<file path="src/rtl/mem_map_pkg.sv">
// Shared MMIO map for the data-memory responder.
// Holds the MMIO window base, the byte offsets of each register in the
// window, and the bit positions of the TCTRL and FIFO_STAT fields.
package mem_map_pkg;

  localparam logic [15:0] MMIO_BASE = 16'hFFFF;

  localparam logic [7:0] OFF_CYCLE     = 8'h00;
  localparam logic [7:0] OFF_TCMP      = 8'h04;
  localparam logic [7:0] OFF_TCTRL     = 8'h08;
  localparam logic [7:0] OFF_TCOUNT    = 8'h0C;
  localparam logic [7:0] OFF_FIFO_DATA = 8'h10;
  localparam logic [7:0] OFF_FIFO_STAT = 8'h14;

  localparam int unsigned TCTRL_EN_BIT   = 0;
  localparam int unsigned TCTRL_PEND_BIT = 1;

  localparam int unsigned STAT_FULL_BIT  = 0;
  localparam int unsigned STAT_EMPTY_BIT = 1;
  localparam int unsigned STAT_OVF_BIT   = 2;
  localparam int unsigned STAT_CNT_LSB   = 8;

endpackage

</file>
<file path="src/rtl/sync_fifo.sv">
// Synchronous FIFO with registered pointers and occupancy count.
// Ports:
//   clk, rst_ni   : clock, asynchronous active-low reset
//   push_i        : push request (dropped when full unless pop_i pops this cycle)
//   push_data_i   : word to push
//   pop_i         : pop request (ignored when empty)
//   head_o        : current head entry (undefined when empty)
//   full_o        : count == DEPTH
//   empty_o       : count == 0
//   count_o       : current occupancy
module sync_fifo #(
  parameter int unsigned WIDTH = 32,
  parameter int unsigned DEPTH = 8
) (
  input  logic                       clk,
  input  logic                       rst_ni,
  input  logic                       push_i,
  input  logic [WIDTH-1:0]           push_data_i,
  input  logic                       pop_i,
  output logic [WIDTH-1:0]           head_o,
  output logic                       full_o,
  output logic                       empty_o,
  output logic [$clog2(DEPTH):0]     count_o
);

  localparam int unsigned AW = $clog2(DEPTH);
  localparam int unsigned CW = AW + 1;

  logic [WIDTH-1:0] mem_q [DEPTH];
  logic [AW-1:0]    rd_ptr_q, rd_ptr_d;
  logic [AW-1:0]    wr_ptr_q, wr_ptr_d;
  logic [CW-1:0]    count_q, count_d;
  logic             pop_en, push_en;

  assign empty_o = (count_q == '0);
  assign full_o  = (count_q == CW'(DEPTH));
  assign count_o = count_q;
  assign head_o  = mem_q[rd_ptr_q];

  // A pop frees a slot in the same edge, so a push to a full FIFO is
  // still accepted when it coincides with a pop.
  assign pop_en  = pop_i && !empty_o;
  assign push_en = push_i && (!full_o || pop_en);

  always_comb begin
    rd_ptr_d = rd_ptr_q;
    wr_ptr_d = wr_ptr_q;
    count_d  = count_q;
    if (pop_en)  rd_ptr_d = rd_ptr_q + 1'b1;
    if (push_en) wr_ptr_d = wr_ptr_q + 1'b1;
    case ({push_en, pop_en})
      2'b10:   count_d = count_q + 1'b1;
      2'b01:   count_d = count_q - 1'b1;
      default: count_d = count_q;
    endcase
  end

  always_ff @(posedge clk or negedge rst_ni) begin
    if (!rst_ni) begin
      rd_ptr_q <= '0;
      wr_ptr_q <= '0;
      count_q  <= '0;
    end else begin
      rd_ptr_q <= rd_ptr_d;
      wr_ptr_q <= wr_ptr_d;
      count_q  <= count_d;
    end
  end

  always_ff @(posedge clk) begin
    if (push_en) mem_q[wr_ptr_q] <= push_data_i;
  end

endmodule

</file>
<file path="src/rtl/data_mem_responder.sv">
// Data-memory responder for the single-cycle MIPS core.
// Low address space is word RAM (aliased by address wrap); addr[31:16] ==
// 16'hFFFF selects an MMIO window with a cycle counter, compare timer and
// an output FIFO drained through a valid/ready stream.
// Ports:
//   clk, rst          : clock, asynchronous active-low reset
//   memwrite          : store strobe from the core
//   addr, writedata   : byte address and store data
//   readdata          : combinational load data (pre-edge state)
//   out_data/valid    : FIFO head / non-empty
//   out_ready         : downstream accept
//   timer_irq         : timer pending flag
module data_mem_responder
  import mem_map_pkg::*;
#(
  parameter int unsigned RAM_WORDS  = 64,
  parameter int unsigned FIFO_DEPTH = 8
) (
  input  logic        clk,
  input  logic        rst,
  input  logic        memwrite,
  input  logic [31:0] addr,
  input  logic [31:0] writedata,
  output logic [31:0] readdata,
  output logic [31:0] out_data,
  output logic        out_valid,
  input  logic        out_ready,
  output logic        timer_irq
);

  localparam int unsigned RAW = $clog2(RAM_WORDS);
  localparam int unsigned CW  = $clog2(FIFO_DEPTH) + 1;

  logic [31:0] ram_q [RAM_WORDS];
  logic [RAW-1:0] ram_idx;
  logic        is_mmio;
  logic [7:0]  off;
  logic        we_tcmp, we_tctrl, we_tcount, we_fdata, we_fstat;

  logic [31:0] cycle_q, cycle_d;
  logic [31:0] tcmp_q, tcmp_d;
  logic [31:0] tcount_q, tcount_d;
  logic        en_q, en_d;
  logic        pend_q, pend_d;
  logic        ovf_q, ovf_d;
  logic        timer_match;

  logic          fifo_full, fifo_empty, fifo_pop, fifo_drop;
  logic [CW-1:0] fifo_count;

  logic unused_addr_bits;
  assign unused_addr_bits = ^{addr[15:8], addr[1:0]};

  assign is_mmio = (addr[31:16] == MMIO_BASE);
  assign off     = {addr[7:2], 2'b00};
  assign ram_idx = addr[RAW+1:2];

  assign we_tcmp   = memwrite && is_mmio && (off == OFF_TCMP);
  assign we_tctrl  = memwrite && is_mmio && (off == OFF_TCTRL);
  assign we_tcount = memwrite && is_mmio && (off == OFF_TCOUNT);
  assign we_fdata  = memwrite && is_mmio && (off == OFF_FIFO_DATA);
  assign we_fstat  = memwrite && is_mmio && (off == OFF_FIFO_STAT);

  assign timer_match = en_q && (tcount_q == tcmp_q);
  assign timer_irq   = pend_q;

  assign out_valid = !fifo_empty;
  assign fifo_pop  = out_valid && out_ready;
  assign fifo_drop = we_fdata && fifo_full && !fifo_pop;

  sync_fifo #(
    .WIDTH (32),
    .DEPTH (FIFO_DEPTH)
  ) u_fifo (
    .clk         (clk),
    .rst_ni      (rst),
    .push_i      (we_fdata),
    .push_data_i (writedata),
    .pop_i       (fifo_pop),
    .head_o      (out_data),
    .full_o      (fifo_full),
    .empty_o     (fifo_empty),
    .count_o     (fifo_count)
  );

  // Set events are applied after their write-1-clear so that set wins.
  always_comb begin
    cycle_d  = cycle_q + 32'd1;
    tcmp_d   = tcmp_q;
    tcount_d = tcount_q;
    en_d     = en_q;
    pend_d   = pend_q;
    ovf_d    = ovf_q;
    if (we_tcmp) tcmp_d = writedata;
    if (we_tctrl) begin
      en_d = writedata[TCTRL_EN_BIT];
      if (writedata[TCTRL_PEND_BIT]) pend_d = 1'b0;
    end
    if (timer_match) pend_d = 1'b1;
    if (we_tcount)        tcount_d = writedata;
    else if (timer_match) tcount_d = '0;
    else if (en_q)        tcount_d = tcount_q + 32'd1;
    if (we_fstat && writedata[STAT_OVF_BIT]) ovf_d = 1'b0;
    if (fifo_drop) ovf_d = 1'b1;
  end

  always_ff @(posedge clk or negedge rst) begin
    if (!rst) begin
      cycle_q  <= '0;
      tcmp_q   <= '0;
      tcount_q <= '0;
      en_q     <= 1'b0;
      pend_q   <= 1'b0;
      ovf_q    <= 1'b0;
    end else begin
      cycle_q  <= cycle_d;
      tcmp_q   <= tcmp_d;
      tcount_q <= tcount_d;
      en_q     <= en_d;
      pend_q   <= pend_d;
      ovf_q    <= ovf_d;
    end
  end

  always_ff @(posedge clk) begin
    if (memwrite && !is_mmio) ram_q[ram_idx] <= writedata;
  end

  always_comb begin
    readdata = '0;
    if (is_mmio) begin
      case (off)
        OFF_CYCLE:  readdata = cycle_q;
        OFF_TCMP:   readdata = tcmp_q;
        OFF_TCTRL: begin
          readdata[TCTRL_EN_BIT]   = en_q;
          readdata[TCTRL_PEND_BIT] = pend_q;
        end
        OFF_TCOUNT: readdata = tcount_q;
        OFF_FIFO_STAT: begin
          readdata[STAT_FULL_BIT]                  = fifo_full;
          readdata[STAT_EMPTY_BIT]                 = fifo_empty;
          readdata[STAT_OVF_BIT]                   = ovf_q;
          readdata[STAT_CNT_LSB +: 8]              = 8'(fifo_count);
        end
        default:    readdata = '0;
      endcase
    end else begin
      readdata = ram_q[ram_idx];
    end
  end

endmodule

</file>
<file path="config.mk">
export PLATFORM = sky130hd
export DESIGN_NAME = data_mem_responder
export DESIGN_NICKNAME = d
export VERILOG_FILES = /design/src/rtl/mem_map_pkg.sv /design/src/rtl/sync_fifo.sv /design/src/rtl/data_mem_responder.sv
export SDC_FILE = /design/constraint.sdc
export NUM_CORES = 2
export LEC_CHECK = 0
export CORE_MARGIN = 5
export CORE_UTILIZATION = 50
export CTS_CLUSTER_SIZE = 14
export DETAILED_ROUTE_END_ITERATION = 10
export HOLD_SLACK_MARGIN = 0.03
export PLACE_DENSITY = 0.7
export RECOVER_POWER = 25
export SETUP_SLACK_MARGIN = 0.02
export SLEW_MARGIN = 20
export SYNTH_ARGS = -nofsm -noshare
export SYNTH_HDL_FRONTEND = slang
export SYNTH_HIERARCHICAL = 1
export SYNTH_SLANG_ARGS = --single-unit
</file>
<file path="constraint.sdc">
create_clock -name clk -period 6.3 [get_ports clk]
set_input_delay 0.945 -clock clk [delete_from_list [all_inputs] [get_ports clk]]
set_output_delay 0.945 -clock clk [all_outputs]
set_load 0.02 [all_outputs]
</file>
# Word level (Yosys, flattened, before mapping)
# Memories as Yosys holds them, arrays and structs flattened.
# Index checks and enable logic that the tools add are counted.
# word_totals
regBits	109
latchBits	0
mem_bits_rw	2304
mem_bits_ro	0
in_bits	68
output_inout_bits	66
mem_count	2
# classes
add_sub_neg	6
mul	0
n_div	0
order_cmp	0
n_eq_ne	10
shifts	0
n_mux	19
n_bitwise	0
n_reduce_logical	27
# memory_table
name	depth	width	rd	rd_clocked_by_memory_dff	wr	line_no	rtl
ram_q	64	32	1	0	1	data_mem_responder.sv:34	logic [31:0] ram_q [RAM_WORDS];
u_fifo.mem_q	8	32	1	0	1	sync_fifo.sv:29	logic [WIDTH-1:0] mem_q [DEPTH];
# op_table
operator	count
$mux W32	4
$add A32 B1 Y32 const B	2
$pmux W16 S3	1
$eq A32 B32 Y1	1
$pmux W8 S4	1
$eq A16 B16 Y1 const B	1
$pmux W5 S3	1
$logic_and A1 B1 Y1	14
$eq A6 B2 Y1 const B	2
$eq A6 B3 Y1 const B	2
$pmux W2 S5	1
$mux W1	9
$logic_not A8 Y1	1
$pmux W4 S2	1
$reduce_bool A2 Y1	4
$add A3 B1 Y3 const B	2
$eq A6 B1 Y1 const B	1
$add A4 B1 Y4 const B	1
$eq A4 B4 Y1 const B	1
$logic_not A1 Y1	4
$logic_not A4 Y1	1
$pmux W1 S4	1
$sub A4 B1 Y4 const B	1
$reduce_bool A3 Y1	1
4 further kinds	4

# Longest topological paths before layout
# depth
word_depth	8
mapped_depth	15

# Modules after synthesis
# The synthesis kept the hierarchy.
# modules_own_cells
mod	instances	cells_each	area_per_inst_um2	seq_area_each_um2
data_mem_responder	1	3872	83675.3	63976.4
sync_fifo	1	439	10405.0	7937.6

# Worst setup path before layout
# No wires, ideal clock.
# synth_path
kind	input to register
start	in addr[4]
end	mem u_fifo.mem_q[0][0] (enable)
t_arrival_ns	5.600
required_ns	5.799
slack_ns	0.199
cell_stages	9
path_cell_list	buf_2 > buf_2 > clkbuf_1 > nor2b_1 > nand3b_1 > nor3_1 > buf_2 > o21ai_2 > nor4_1
# synth_via
elab_chain_cells	5
# synth_rtl
element	line_no	rtl
start: declaration	data_mem_responder.sv:22	input logic [31:0] addr,
$eq A6 B3 Y1	data_mem_responder.sv:61	assign we_fdata = memwrite && is_mmio && (off == OFF_FIFO_DATA);
$logic_and A1 B1 Y1	data_mem_responder.sv:61	
named net we_fdata	data_mem_responder.sv:38	logic we_tcmp, we_tctrl, we_tcount, we_fdata, we_fstat;
$logic_and A1 B1 Y1	sync_fifo.sv:43	assign push_en = push_i && (!full_o || pop_en);
$mux W1	sync_fifo.sv:71	if (push_en) mem_q[wr_ptr_q] <= push_data_i;
$mux W1 (implied by the code)	sync_fifo.sv:71	
end: declaration	sync_fifo.sv:29	
# The timed path passes the listed nets, and every way through them passes these cells.

# Worst setup path after layout
# layout_path
start	in addr[18]
end	out readdata[23]
# layout_via
elab_chain_cells	2
# layout_rtl
element	line_no	rtl
$eq A16 B16 Y1	data_mem_responder.sv:54	assign is_mmio = (addr[31:16] == MMIO_BASE);
$mux W32	data_mem_responder.sv:131	if (is_mmio) begin
end: declaration	data_mem_responder.sv:24	output logic [31:0] readdata,
# No other way between the ends.

==> flow_summary.json <==
{
  "status": "finished with violations",
  "violations": "antenna rules, capacitance limit, slew limit",
  "synth_seq_area_share": 0.7644,
  "setup_ws_ns": 0.5807,
  "cts_tree": "yes",
  "port_buffers": 123,
  "p_leak_nw": 33.93,
  "critPathMaxFanout": 25,
  "worstMarginPinSlew_ns": 4.370,
  "slew_headroom": -1.914,
  "maxCapViolations": 28,
  "dp_slack_ns": 0.5204,
  "max_freq_ghz": 0.1748,
  "antenna_found_initial": 11,
  "core_area_um2": 187400,
  "ff2ff_path_depth": 11,
  "finalCritPeriodShare": 0.9078,
  "worst_setup_path_start_kind": "input pin",
  "dieWidth_um": 443.8,
  "synth_area_leaders": "edfxtp_1 74%, mux4_2 15%, dfrtp_1 2.9%",
  "skew_ns": 0.04650,
  "final_max_slew_viol_count": 2039,
  "cts_hold_buf": 0,
  "syn_area_per_cell_um2": 21.82,
  "dr.pass1.iters": 6,
  "cts-resized-gates": 0,
  "hpwl_mm": 135.6,
  "clk_pin_slew_ns": 0.06,
  "rsz0062_at_grt": "false",
  "yosysWarnings": 6,
  "yosysUniqueCellTypes": 69,
  "cp-end-kind": "output pin",
  "globalplace.congestion": 0.9159,
  "min_path_type": "reg2reg",
  "hold_path_startpoint": "cycle_q[31]",
  "grt_pass1_wl_mm": 344.6,
  "r2r_slack_ns": 2.54,
  "required_ns": 5.35,
  "startpoint": "addr[18]",
  "async_reset_ff_frac": 0.04517,
  "synth_top_cell_by_area": "edfxtp_1",
  "synth_fa_ha_area_frac": 0.001011,
  "post_synth_instance_area_um2": 94080,
  "vias": 46889,
  "ys_ff_latch": 2413,
  "netlist_instances": 4311,
  "yosysMostFrequentCell": "edfxtp_1",
  "drive_gt1_frac": 0.2798,
  "cts_made_buffers": 231,
  "path_class": "in2out",
  "nFillCells": 13465,
  "synth-edff-count": 2304,
  "grt_max_degree": 76,
  "cts_setup_buffers": 0,
  "ys.flop_type": "edfxtp_1",
  "h-tree-depth": 4,
  "crit_path_end": "readdata[23]",
  "grt_pass1_vias": 47148,
  "tns_ns": 0,
  "routed_wl_mm": 241.8,
  "clk_path_buf_depth": 3,
  "r2r_end": "u_fifo/count_o[3]",
  "fp.dieH_um": 443.8,
  "arrival_ns": 4.77,
  "synth_top_family_by_area": "multiplexers",
  "slowest_stage": "or4_1",
  "grt_overflow": 0,
  "multi_input_area_um2": 21530,
  "synth_compound_area_frac": 0.02374,
  "die_area_um2": 196900,
  "clock_sinks": 2413,
  "fin_crit_ns": 5.719,
  "setup_viol": 0,
  "powerDensity_nw_per_um2": 323.3,
  "cts-root-buf": "clkbuf_16",
  "clkLatencyLatePin_ns": 0.89,
  "synth_mux_area_frac": 0.1659,
  "max_stage_delay_ns": 0.85,
  "yosysTopAreaCellShare": 0.7354,
  "synth_fp_nets": 4386,
  "hold_viol": 0,
  "wl_per_cell_um": 32.86,
  "regArea_um2": 71920,
  "area_growth_pct": 13.88,
  "regToRegStartpoint": "u_fifo/count_o[1]",
  "floorplan.initialDensity": 0.5020,
  "layout.nets": 4729,
  "drt_drc_violations_left": 0,
  "synth.top_cells.by_count": "2,304 x edfxtp_1, 609 x mux4_2, 155 x nand2_1, 136 x a22oi_1, 114 x nor2_1",
  "drtIter0Drc": 6171,
  "synth_xor_xnor_area_share": 0.008472,
  "crit_chain": "clkdlybuf4s50_1 > nand4_1 > or4_1 > nand2_1 > buf_4 > a21oi_1 > a221oi_1 > nand2_1 > clkdlybuf4s50_1",
  "ant_nets": 1,
  "yosys.area_share.simple": 0.02359,
  "vias_per_cell": 6.373,
  "ir_drop_mv": 0.2816,
  "grt_usage": 0.2438,
  "pin_count": 134,
  "rows": 159
}
## report_power, final
| group | total, W | internal (W) | leakage (nW) | switching [W] |
|---|---|---|---|---|
| Sequential | 0.0179 | 0.0177 | 22.2 | 0.000178 |
| Combinational | 0.00312 | 0.00140 | 8.15 | 0.00172 |
| Clock | 0.0136 | 0.00769 | 3.62 | 0.00592 |
## sequential cells by signal, indices dropped and copies added (netlist names)
name / flops
ram_q: 2048
u_fifo/mem_q: 256
cycle_q: 32
tcmp_q: 32
tcount_q: 32
u_fifo/count_o: 4
u_fifo/rd_ptr_q: 3
u_fifo/wr_ptr_q: 3
en_q: 1
ovf_q: 1
timer_irq: 1
## per-stage QoR
stage / util / instances / hold slack [ns] / power, W / instance area, µm²
after floorplan: - / 4311 / 0.4447 / 0.01999 / 94080
after global placement: 0.5323 / 6916 / 0.4758 / 0.02129 / 99750
after detailed placement: 0.5323 / 6916 / 0.4810 / 0.02134 / 99750
after CTS: 0.5721 / 7348 / 0.04958 / 0.03482 / 107200
after global routing: 0.5716 / 7348 / 0.4988 / 0.03570 / 107100
final: 0.5717 / 7358 / 0.4797 / 0.03464 / 107100
## routing by layer
metal | vias to the layer above | GRT usage | share of wire
met3 | 433 | 0.05132 | 0.10
met4 | 4 | 0.09497 | 0.043
met5 | - | 0 | 0.000091
met2 | 2658 | 0.3819 | 0.48
li1 | 18842 | - | -
met1 | 24952 | 0.3408 | 0.38
## placed cells by master, fill, tap and decap left out, types with 31 or more instances in the layout
master / instances
buf_12: 32
clkbuf_16: 235
clkdlybuf4s50_1: 62
xnor2_1: 75
dfrtp_1: 107
buf_4: 193
clkbuf_1: 82
o21ai_0: 33
a21oi_1: 83
clkinv_1: 53
nand3_1: 70
mux2i_1: 48
mux2_2: 65
edfxtp_1: 2304
mux4_2: 609
nand2_1: 155
nor2_1: 47
nor2_4: 68
clkinv_2: 39
nand4_1: 34
a22oi_1: 136
buf_2: 31
## worst max-delay path, delay by kind of cell
kind / cells / cell delay [ns]
AO/OA/AOI/OAI: 2 / 0.95
AND/OR/NAND/NOR: 4 / 1.42
buffers and inverters: 3 / 1.43
## cell families (layout without fill, tap and decap cells)
logic type,count (synthesis),in the layout
compound gates,329,329
xor+xnor,91,91
fa+ha+maj,7,7
buf+inv,254,796
flops,2413,2413
mux,749,749
other cells,0,10
simple gates,468,468
## worst min path at each step
stage / end / slack [ns] / cells past startpoint
after global routing: cycle_q[31] / 0.50 / 1
after CTS: cycle_q[9] / 0.05 / 1
after global placement: cycle_q[31] / 0.48 / 1
after detailed placement: cycle_q[24] / 0.48 / 1
final: cycle_q[31] / 0.48 / 1
after floorplan: cycle_q[31] / 0.44 / 1
## final cells by class
cell class	instances	share of cell area
tap	2495	0.02914
clock buffer	295	0.05755
sequential	2413	0.6713
antenna	10	0.0002336
timing repair buffer	350	0.02825
inverter	14	0.0004905
clock inverter	137	0.01209
multi-input combinational	1644	0.2010
(Power assumes the default switching activity.)
